[config.mk]
export PLATFORM = sky130hd
export DESIGN_NAME = din_serializer
export DESIGN_NICKNAME = d
export VERILOG_FILES = /design/src/rtl/din_ser_pkg.sv /design/src/rtl/din_serializer.sv
export SDC_FILE = /design/constraint.sdc
export NUM_CORES = 1
export LEC_CHECK = 0
export BUFFER_PORTS_ARGS = -buffer_cell sky130_fd_sc_hd__clkbuf_2
export CAP_MARGIN = 20
export CORE_MARGIN = 8
export CORE_UTILIZATION = 37
export CTS_CLUSTER_SIZE = 20
export DETAILED_ROUTE_END_ITERATION = 8
export PLACE_DENSITY = 0.59
export RECOVER_POWER = 100
export SETUP_SLACK_MARGIN = 0.02
export SYNTH_ARGS = -nofsm -noshare
export SYNTH_HDL_FRONTEND = slang
export SYNTH_SLANG_ARGS = --single-unit
[constraint.sdc]
create_clock -name Clk -period 1.7 [get_ports Clk]
set_input_delay 0.34 -clock Clk [delete_from_list [all_inputs] [get_ports Clk]]
set_output_delay 0.34 -clock Clk [all_outputs]
set_load 0.01 [all_outputs]
[src/rtl/din_ser_pkg.sv]
// Shared types and limits for the Din serializer feeding the 1101 detector.
package din_ser_pkg;

  // Serializer FSM states; SER_PARITY is only reachable when the
  // DIN_SERIALIZER_PARITY_EN build option is defined.
  typedef enum logic [1:0] {
    SER_IDLE   = 2'b00,
    SER_SHIFT  = 2'b01,
    SER_PARITY = 2'b10
  } ser_state_t;

  // Widest word the serializer is intended to handle.
  localparam int SER_WIDTH_MAX = 32;

endpackage

[src/rtl/din_serializer.sv]
// Parallel-to-serial front end for the 1101 sequence detector.
// Accepts WIDTH-bit words on a valid/ready handshake and streams one bit per
// Clk on Din, back-to-back with no idle gap between words.
// Build option: define DIN_SERIALIZER_PARITY_EN to append one even-parity bit
// after every word (words then occupy WIDTH+1 cycles).
// WIDTH is meant to stay within 2..SER_WIDTH_MAX.
module din_serializer
  import din_ser_pkg::*;
#(
  parameter int WIDTH     = 8,
  parameter bit MSB_FIRST = 1'b1
) (
  input  logic             Clk,
  input  logic             Rst,
  input  logic [WIDTH-1:0] Wr_Data,
  input  logic             Wr_Valid,
  output logic             Wr_Ready,
  output logic             Din,
  output logic             Din_Valid,
  output logic             Busy,
  output logic             Word_Done
);

  localparam int              CNT_W    = $clog2(WIDTH);
  localparam logic [CNT_W-1:0] CNT_LAST = CNT_W'(WIDTH - 1);

  ser_state_t       state, state_nxt;
  logic [WIDTH-1:0] sr, sr_nxt;
  logic [CNT_W-1:0] cnt, cnt_nxt;
  logic             din_nxt;
  logic             din_valid_nxt;
  logic             word_done_nxt;
  logic             handshake;
`ifdef DIN_SERIALIZER_PARITY_EN
  logic             parity, parity_nxt;
`endif

  // Bit that goes out on Din while the register holds v.
  function automatic logic head_bit(input logic [WIDTH-1:0] v);
    return MSB_FIRST ? v[WIDTH-1] : v[0];
  endfunction

  // Register contents after the current head bit has been consumed.
  function automatic logic [WIDTH-1:0] shift_once(input logic [WIDTH-1:0] v);
    return MSB_FIRST ? (v << 1) : (v >> 1);
  endfunction

  assign handshake = Wr_Valid && Wr_Ready;

  // Ready depends on state only: idle, or the final cycle of the word
  // (last payload bit without parity, the parity bit with it).
  always_comb begin
    Wr_Ready = 1'b0;
    case (state)
      SER_IDLE:   Wr_Ready = 1'b1;
`ifdef DIN_SERIALIZER_PARITY_EN
      SER_SHIFT:  Wr_Ready = 1'b0;
      SER_PARITY: Wr_Ready = 1'b1;
`else
      SER_SHIFT:  Wr_Ready = (cnt == CNT_LAST);
`endif
      default:    Wr_Ready = 1'b0;
    endcase
  end

  // Next-state, shift register, counter and the registered output values,
  // all derived from where the FSM will be in the coming cycle.
  always_comb begin
    state_nxt = state;
    sr_nxt    = sr;
    cnt_nxt   = cnt;
`ifdef DIN_SERIALIZER_PARITY_EN
    parity_nxt = parity;
`endif

    case (state)
      SER_IDLE: begin
        if (handshake) begin
          state_nxt = SER_SHIFT;
          sr_nxt    = Wr_Data;
          cnt_nxt   = '0;
`ifdef DIN_SERIALIZER_PARITY_EN
          parity_nxt = ^Wr_Data;
`endif
        end
      end

      SER_SHIFT: begin
        if (cnt == CNT_LAST) begin
          if (handshake) begin
            state_nxt = SER_SHIFT;
            sr_nxt    = Wr_Data;
            cnt_nxt   = '0;
`ifdef DIN_SERIALIZER_PARITY_EN
            parity_nxt = ^Wr_Data;
`endif
          end else begin
            sr_nxt  = '0;
            cnt_nxt = '0;
`ifdef DIN_SERIALIZER_PARITY_EN
            state_nxt = SER_PARITY;
`else
            state_nxt = SER_IDLE;
`endif
          end
        end else begin
          sr_nxt  = shift_once(sr);
          cnt_nxt = cnt + CNT_W'(1);
        end
      end

`ifdef DIN_SERIALIZER_PARITY_EN
      SER_PARITY: begin
        if (handshake) begin
          state_nxt  = SER_SHIFT;
          sr_nxt     = Wr_Data;
          cnt_nxt    = '0;
          parity_nxt = ^Wr_Data;
        end else begin
          state_nxt = SER_IDLE;
        end
      end
`endif

      default: begin
        state_nxt = SER_IDLE;
        sr_nxt    = '0;
        cnt_nxt   = '0;
      end
    endcase

    din_valid_nxt = (state_nxt != SER_IDLE);
    word_done_nxt = (state_nxt == SER_SHIFT) && (cnt_nxt == CNT_LAST);
    din_nxt       = 1'b0;
    if (state_nxt == SER_SHIFT) begin
      din_nxt = head_bit(sr_nxt);
    end
`ifdef DIN_SERIALIZER_PARITY_EN
    if (state_nxt == SER_PARITY) begin
      din_nxt = parity_nxt;
    end
`endif
  end

  // State and output registers; reset drops any in-flight word.
  always_ff @(posedge Clk) begin
    if (Rst) begin
      state     <= SER_IDLE;
      sr        <= '0;
      cnt       <= '0;
      Din       <= 1'b0;
      Din_Valid <= 1'b0;
      Busy      <= 1'b0;
      Word_Done <= 1'b0;
`ifdef DIN_SERIALIZER_PARITY_EN
      parity    <= 1'b0;
`endif
    end else begin
      state     <= state_nxt;
      sr        <= sr_nxt;
      cnt       <= cnt_nxt;
      Din       <= din_nxt;
      Din_Valid <= din_valid_nxt;
      Busy      <= din_valid_nxt;
      Word_Done <= word_done_nxt;
`ifdef DIN_SERIALIZER_PARITY_EN
      parity    <= parity_nxt;
`endif
    end
  end

endmodule

* After elaboration in Yosys (flattened, before gate mapping)
Cells that the tools add are included.
Operators by class: add/subtract/negate cells 1, bitwise operators 1, reduce and logical (&&, ||, !) cells 5, equal/unequal tests 5, muxes and demuxes 12
Operators by type and width (number):
- 8-bit two-way mux | 3
- 8-bit case mux with 2 select lines | 1
- 3-bit == test (second input constant) | 2
- 3-bit two-way mux | 2
- 3-bit case mux with 2 select lines | 1
- 2-bit by 1-bit == test with 1-bit output (second input constant) | 2
- 2-bit two-way mux | 2
- 2-bit case mux with 2 select lines | 1
- 3-bit by 1-bit adder with 3-bit output (second input constant) | 1
- 1-bit logical AND | 2
- 2-bit logical NOT | 1
- 2-bit != test (second input constant) | 1
- 1-bit case mux with 2 select lines | 1
- 2-bit nonzero test | 1
- 2-bit OR reduction | 1
- 1-bit two-way mux | 1
- 1-bit NOT | 1
Storage, ports and cells: bits in registers 16, bits of input ports 11, output and inout bits 5

* Longest topological paths before layout
Gate-level depths: netlist of run 1.
depth in word-level cells 9, mapped depth 7

* Worst setup path after synthesis of run 1
OpenSTA, ideal clock, no wires.
path kind reg2out, start register cnt[0], end output Wr_Ready, slack 192 ps, required time 1360 ps, arrival 1168 ps, path buffers 2, cell stages (with the launch flop) 7, path through dfxtp_1 > ha_1 > ha_1 > buf_6 > nor2b_4 > buf_4 > nor2_1
On the way: cells in the longest elaborated chain, start to end 2
Ends and longest elaborated chain:
- start, declared | RTL line din_serializer.sv:29 | logic [CNT_W-1:0] cnt, cnt_nxt;
- start signal, assigned | RTL line din_serializer.sv:161 | cnt <= cnt_nxt;
- 3-bit == test | RTL line din_serializer.sv:60 | SER_SHIFT: Wr_Ready = (cnt == CNT_LAST);
- 1-bit case mux with 2 select lines | RTL line din_serializer.sv:54 | case (state)
- end, declared | RTL line din_serializer.sv:17 | output logic Wr_Ready,
Every way passes these cells.

* Worst setup path after layout of run 1
Same ends and word-level chain as after synthesis.

==> results of run 1 <==
[cell type report]
| cell class | count | share of cell area [%] |
|---|---|---|
| clock buffer | 3 | 2.53 |
| inverter | 6 | 2.53 |
| tap | 27 | 3.79 |
| timing repair buffer | 21 | 11.8 |
| sequential | 16 | 36.1 |
| multi-input combinational | 54 | 43.3 |
[power groups by stage]
| stage | sequential (mW) | combinational, mW | clock [mW] |
|---|---|---|---|
| after floorplan | 0.405 | 0.0579 | 0 |
| after CTS | 0.399 | 0.0875 | 0.197 |
| final | 0.398 | 0.0838 | 0.185 |
| after global routing | 0.401 | 0.0942 | 0.219 |
| after detailed placement | 0.407 | 0.0851 | 0 |
| after global placement | 0.407 | 0.0848 | 0 |
[worst max-delay path by stage]
stage	startpoint	to	slack, ns	cells past startpoint
finish	cnt[0]	Wr_Ready	0.1	5
global route	cnt[1]	Wr_Ready	0.02	5
CTS	cnt[0]	Wr_Ready	0.04	5
detailed placement	cnt[0]	Wr_Ready	0.17	5
global placement	cnt[0]	Wr_Ready	0.20	5
floorplan	cnt[0]	Wr_Ready	0.19	6
[timing repair]
item / in CTS / in global routing
setup endpoints to repair: 1 / 1
resized for setup: 1 / 3
setup buffers: 1 / 1
[registers in the layout, indices dropped and copies added (netlist names)]
signal and count:
Busy 1, Word_Done 1, cnt 3, state 2, sr 8, Din 1
[logic make-up after synthesis]
group,count (synthesis),synth area share (%)
AO/OA/AOI/OAI,31,27.3
adder cells (fa/ha/maj),2,3.19
buffers and inverters,12,9.74
flip-flops,16,40.9
multiplexers,4,5.11
other,1,0.479
AND/OR/NAND/NOR,16,13.3
[routing by layer]
| layer | track usage [%] | vias up |
|---|---|---|
| met4 | 4.87 | 0 |
| met1 | 11.8 | 293 |
| li1 | - | 334 |
| met2 | 11.9 | 26 |
| met3 | 3.50 | 4 |
| met5 | 0 | - |
[placed cells by master (no fill, tap or decap), types with 3 or more instances in the layout]
cell type                  Yosys  layout
sky130_fd_sc_hd__nor3_1        3       3
sky130_fd_sc_hd__o21ai_0       7       7
sky130_fd_sc_hd__buf_4         2       3
sky130_fd_sc_hd__a21o_1        6       6
sky130_fd_sc_hd__dfxtp_1      16      15
sky130_fd_sc_hd__clkbuf_1      0       6
sky130_fd_sc_hd__mux2i_1       4       4
sky130_fd_sc_hd__inv_1         6       6
sky130_fd_sc_hd__a21oi_1       6       6
sky130_fd_sc_hd__a32oi_1       6       6
sky130_fd_sc_hd__clkbuf_2      0      12
sky130_fd_sc_hd__clkbuf_4      0       3
[critical path, delay by kind of cell, from the launching register on]
family                     cells  cell delay [ns]
adders and majority gates      2             0.36
DFF                            1             0.34
and+or+nand+nor                2             0.16
buffers and inverters          1             0.13
[per-stage QoR]
| stage | cells | power, mW | worst slack (ns) | area (um^2) | hold slack [ns] |
|---|---|---|---|---|---|
| after global routing | 127 | 0.714 | 0.0211 | 891 | 0.351 |
| after detailed placement | 122 | 0.492 | 0.172 | 868 | 0.455 |
| after CTS | 126 | 0.683 | 0.0385 | 901 | 0.353 |
| final | 127 | 0.667 | 0.0996 | 891 | 0.349 |
| after global placement | 122 | 0.492 | 0.202 | 868 | 0.462 |
| after floorplan | 82 | 0.463 | 0.192 | 783 | 0.413 |
==> run_results.csv, run 1 <==
group,metric,value,unit
run,drv.max_cap_violation_count,0,
synth,ys_seq_area_share,40.9,%
synth,syn-instance-count,82,
synth,postSynth.topFlopCell,"sky130_fd_sc_hd__dfxtp_1",
timing,min_period_over_period,94.1,%
synth,syn_area,783,um^2
pwr,cellInternalPower,0.508,mW
critical_path,cpPeakStageDelay,0.34,ns
drt,sum_of_met2_wire_segment_lengths_after_detailed_routing,654,um
synth,synthDominantAreaCellType,"sky130_fd_sc_hd__dfxtp_1",
global_routing,grt_pass1_vias,588,
synth,synth.lib_cells_used.distinct,28,
timing,grt_setup_unrepaired,"no",
critical_path,worst_path_most_repeated_cell,"sky130_fd_sc_hd__ha_2",
drt,detail_route_met3_wl,128,um
critical_path,worst-r2r-cell-count,7,
synth,synth.top_cells.by_count,"sky130_fd_sc_hd__dfxtp_1, sky130_fd_sc_hd__o21ai_0",
synth,most_frequent_cell_after_synthesis,"sky130_fd_sc_hd__dfxtp_1",
finish,fin_nets,115,
clocking,cts_tree,"done",
pwr,max-vdd-ir-drop,0.386,mV
clocking,insertion_delay,0.27,ns
drt,firstDrtPassIters,4,
global_routing,grt_antenna_before_repair,0,
finish,n_fill_cell,212,
critical_path,crit_chain,"ha_2 > ha_2 > nor2b_4 > nor2_1 > clkbuf_2",
critical_path,timing.reg2reg.setup_slack,0.19,ns
timing,hold_violations,0,
finish,final_core_util,44.9,%
pwr,net-switching-power,0.159,mW
placed_design,place_congestion,0.804,
drt,topRoutingLayerUsed,"met4",
drt,met1_length,743,um
pwr,static_power_due_to_leakage,0.385,nW
critical_path,timing.critical_path.arrival,1.26,ns
critical_path,timing.critical_path.slowest_stage_cell,"sky130_fd_sc_hd__dfxtp_2",
global_routing,grt_pass1_wl,2500,um
drt,drc_errors,0,
finish,synthToLayoutAreaGrowth,13.7,%
pwr,comb_power_share,12.6,%
drt,routed_wl,1550,um
placed_design,port_buffers,15,
floorplan,io_pins,16,
synth,avgSynthCellArea,9.55,um^2
timing,tns,0,ns
critical_path,worst_setup_path_start_kind,"register",
finish,multiInputGateArea,385,um^2
floorplan,die_width,62.0,um
hold_path,min-delay-start,"Rst",
synth,synth_nets,95,
pwr,sequentialPowerShare,59.7,%
drt,count_of_vias_placed_by_the_detailed_router,657,
timing,finClkSkew,0.00206,ns
critical_path,crit_type,"reg -> out",
hold_path,hold-path-cell-count,2,
clocking,cts_inserted_buffers,3,
synth,yosysWarnings,0,
floorplan,row_cnt,16,
floorplan,area_of_the_die,0.00385,mm^2
timing,slew_viol_final,0,
clocking,worst_setup_hold_path_clk_slew,0.08,ns
pwr,switching_share,23.9,%
finish,fraction_of_layout_instances_using_a_drive_strength_above_1,25.0,%
placed_design,dp.final_hpwl,1150,um
hold_path,worstHoldEndpoint,"cnt[0]",
drt,route.detailed.wl_per_inst,12.2,um
finish,ff_latch_area,322,um^2
clocking,h-tree-depth,1,
timing,timing.final.crit_period,1.60,ns
critical_path,critPathMaxFanout,3,
floorplan,floorplan.initialDensity,39.5,%
global_routing,grt_max_degree,12,
critical_path,regToRegStartpoint,"cnt[0]",
floorplan,die_height,62.0,um
clocking,ctsRootBufferMaster,"sky130_fd_sc_hd__clkbuf_4",
global_routing,total_routing_usage_gr,8.94,%
drt,viasPerCell,5.17,
clocking,clock_sink_count,16,
critical_path,timing.critical_path.required,1.36,ns
critical_path,critPathCaptureType,"output port",
critical_path,endpoint_of_the_worst_register_to_register_path,"sr[2]",
pwr,clock_power_share,27.7,%
synth,synth_edf_count,0,
clocking,clock_path_buffers,2,
timing,setup_viol_count_final,0,
synth,leading_cell_types_by_total_area_after_synthesis,"sky130_fd_sc_hd__dfxtp_1, sky130_fd_sc_hd__a32oi_1, sky130_fd_sc_hd__a21o_1, sky130_fd_sc_hd__mux2i_1, sky130_fd_sc_hd__o21ai_0",
pwr,p_per_area,749,mW/mm^2
floorplan,coreArea,0.00198,mm^2
synth,synth_top_area_share,40.9,%
timing,max_freq,625,MHz
outcome,outcome,"completed",
synth,ys_async_sr_fraction,0,%
drt,initialDrtViolationCount,19,
finish,ant_cells,0,
synth,postSynthRegisterBits,16,
global_routing,grt_overflow_total,0,
hold_path,timing.hold.worst.class,"in -> reg",
drt,ant_nets,0,
clocking,cts_hold_buf,0,
Note: power is estimated with default switching activity, not from simulation.
==> run 2: changes to the inputs <==
- CORE_UTILIZATION: 37 -> 40
- PLACE_DENSITY: 0.59 -> 0.62
==> run 2 against run 1 <==
Effect of this change: design area is 1.7% higher; routed wire length is 10% higher; core utilization is 2.7 points higher; largest cell class unchanged.
==> run_results.csv, run 2 (synthesized netlist as in run 1, its figures left out) <==
group,metric,value,unit
outcome,outcome,"completed",
timing,hold_violations,0,
run,drv.max_cap_violation_count,0,
critical_path,crit_type,"reg -> out",
hold_path,timing.hold.worst.class,"in -> reg",
timing,setup_viol_count_final,0,
hold_path,min-delay-start,"Rst",
global_routing,grt_overflow_total,0,
clocking,cts_inserted_buffers,3,
pwr,post-layout-total-power,0.735,mW
drt,count_of_vias_placed_by_the_detailed_router,642,
floorplan,io_pins,16,
global_routing,grt_pass1_wl,2930,um
finish,final_core_util,47.6,%
timing,tns,0,ns
finish,stdcell_area,906,um^2
critical_path,critPathMaxFanout,3,
timing,slew_viol_final,0,
drt,routed_wl,1700,um
timing,timing.final.crit_period,1.61,ns
hold_path,worstHoldEndpoint,"cnt[0]",
finish,largest_reg_flops,8,
drt,drc_errors,0,
finish,fin_nets,114,
timing,max_freq,620,MHz
timing,grt_setup_unrepaired,"no",
finish,layout.cells.most_common,"sky130_fd_sc_hd__dfxtp_1",
pwr,static_power_due_to_leakage,0.390,nW
clocking,cts_tree,"done",
finish,register_with_the_highest_flop_count,"sr",
timing,worstMarginPinSlew,0.567,ns
timing,worst_slack,0.0862,ns
global_routing,grt_antenna_before_repair,0,
critical_path,timing.critical_path.arrival,1.27,ns
placed_design,place_congestion,0.693,
global_routing,total_routing_usage_gr,10.8,%
critical_path,endpoint_of_the_worst_register_to_register_path,"Word_Done",
floorplan,die_height,60.3,um
floorplan,row_cnt,16,
placed_design,place_ws,0.224,ns
drt,route.detailed.wl_per_inst,13.4,um
drt,firstDrtPassIters,4,
placed_design,dp.final_hpwl,1200,um
pwr,p_per_area,811,mW/mm^2
finish,fraction_of_layout_instances_using_a_drive_strength_above_1,25.0,%
critical_path,timing.critical_path.required,1.36,ns
critical_path,setup.worst_path.start,"cnt[0]",
critical_path,critPathCaptureType,"output port",
floorplan,area_of_the_die,0.00363,mm^2
finish,most-common-layout-cells,"sky130_fd_sc_hd__dfxtp_1, sky130_fd_sc_hd__clkbuf_2, sky130_fd_sc_hd__o21ai_0",
hold_path,hold-path-cell-count,2,
drt,viasPerCell,5.06,
critical_path,worst_setup_path_start_kind,"register",
timing,min_period_over_period,94.9,%
clocking,worst_setup_hold_path_clk_slew,0.09,ns
critical_path,worst-r2r-cell-count,4,
drt,initialDrtViolationCount,16,
clocking,clock_path_buffers,2,
floorplan,coreArea,0.00190,mm^2
pwr,max-vdd-ir-drop,0.571,mV
finish,ant_cells,0,
global_routing,grt_max_degree,21,
clocking,clock_sink_count,16,
placed_design,port_buffers,15,
finish,synthToLayoutAreaGrowth,15.7,%
clocking,insertion_delay,0.29,ns
finish,n_fill_cell,195,
clocking,h-tree-depth,1,
clocking,cts_hold_buf,0,
critical_path,regToRegStartpoint,"state[0]",
finish,reg_top3,"sr (8), cnt (3), state (2)",
timing,finClkSkew,0.00224,ns
floorplan,die_width,60.3,um
floorplan,floorplan.initialDensity,41.2,%
critical_path,timing.reg2reg.setup_slack,0.22,ns
global_routing,grt_pass1_vias,617,
placed_design,dpl-instance-area,861,um^2
timing,max-slew-margin-rel,62.2,%
drt,ant_nets,0,
clocking,ctsRootBufferMaster,"sky130_fd_sc_hd__clkbuf_4",
[run 2: cell counts in the layout (fill, tap and decap cells not counted)]
Identical to the previous run, type by type.
[run 2: how the worst max path moves through the flow]
stage / slack, ns / end / cells past startpoint
final: 0.09 / Wr_Ready / 5
after global routing: 0.03 / Wr_Ready / 5
after CTS: 0.02 / Wr_Ready / 5
after detailed placement: 0.22 / Wr_Ready / 5
after global placement: 0.26 / Wr_Ready / 5
after floorplan: 0.19 / Wr_Ready / 6
[run 2: layout make-up]
cell class / instances / area, um^2 / share of cell area (%)
timing repair buffer: 20 / 101 / 11.2
inverter: 6 / 22.5 / 2.49
sequential: 16 / 322 / 35.5
clock buffer: 4 / 36.3 / 4.01
tap: 27 / 33.8 / 3.73
multi-input combinational: 54 / 390 / 43.1
[run 2: stage by stage]
stage / hold slack, ns / instances
floorplan: 0.413 / 82
CTS: 0.331 / 126
global route: 0.327 / 127
finish: 0.324 / 127
global placement: 0.462 / 121
detailed placement: 0.461 / 121
[run 2: per-layer routing]
layer  global-route usage (%)  vias up  part of all wire (%)  wire (um)
met5                        0        -                     0          0
met3                     5.16        2                   5.7         97
met1                     13.3      294                    48        819
met4                     2.04        0                  0.70         12
met2                     16.6       15                    45        773
li1                         -      331                     -          -
[run 2: report_power, final]
part           leakage (nW)  switching, mW  internal, mW  total (mW)
Combinational         0.238         0.0475        0.0374      0.0849
Sequential            0.131        0.00913         0.388       0.397
Clock                0.0210          0.122         0.131       0.253
Total                 0.390          0.179         0.556       0.735
[run 2: timing repair]
action                                  4_1_cts  5_1_grt
gates cloned                                  0        0
endpoints found under the setup margin        1        1
pin swaps                                     0        0
buffers inserted                              1        1
gates resized for setup                       1        5
[run 2: worst max-delay path, stage by stage (launching register included)]
cell	delay [ns]
sky130_fd_sc_hd__dfxtp_2	0.34
sky130_fd_sc_hd__ha_2	0.19
sky130_fd_sc_hd__ha_4	0.17
sky130_fd_sc_hd__nor2b_4	0.10
sky130_fd_sc_hd__nor2_1	0.04
sky130_fd_sc_hd__clkbuf_2	0.13
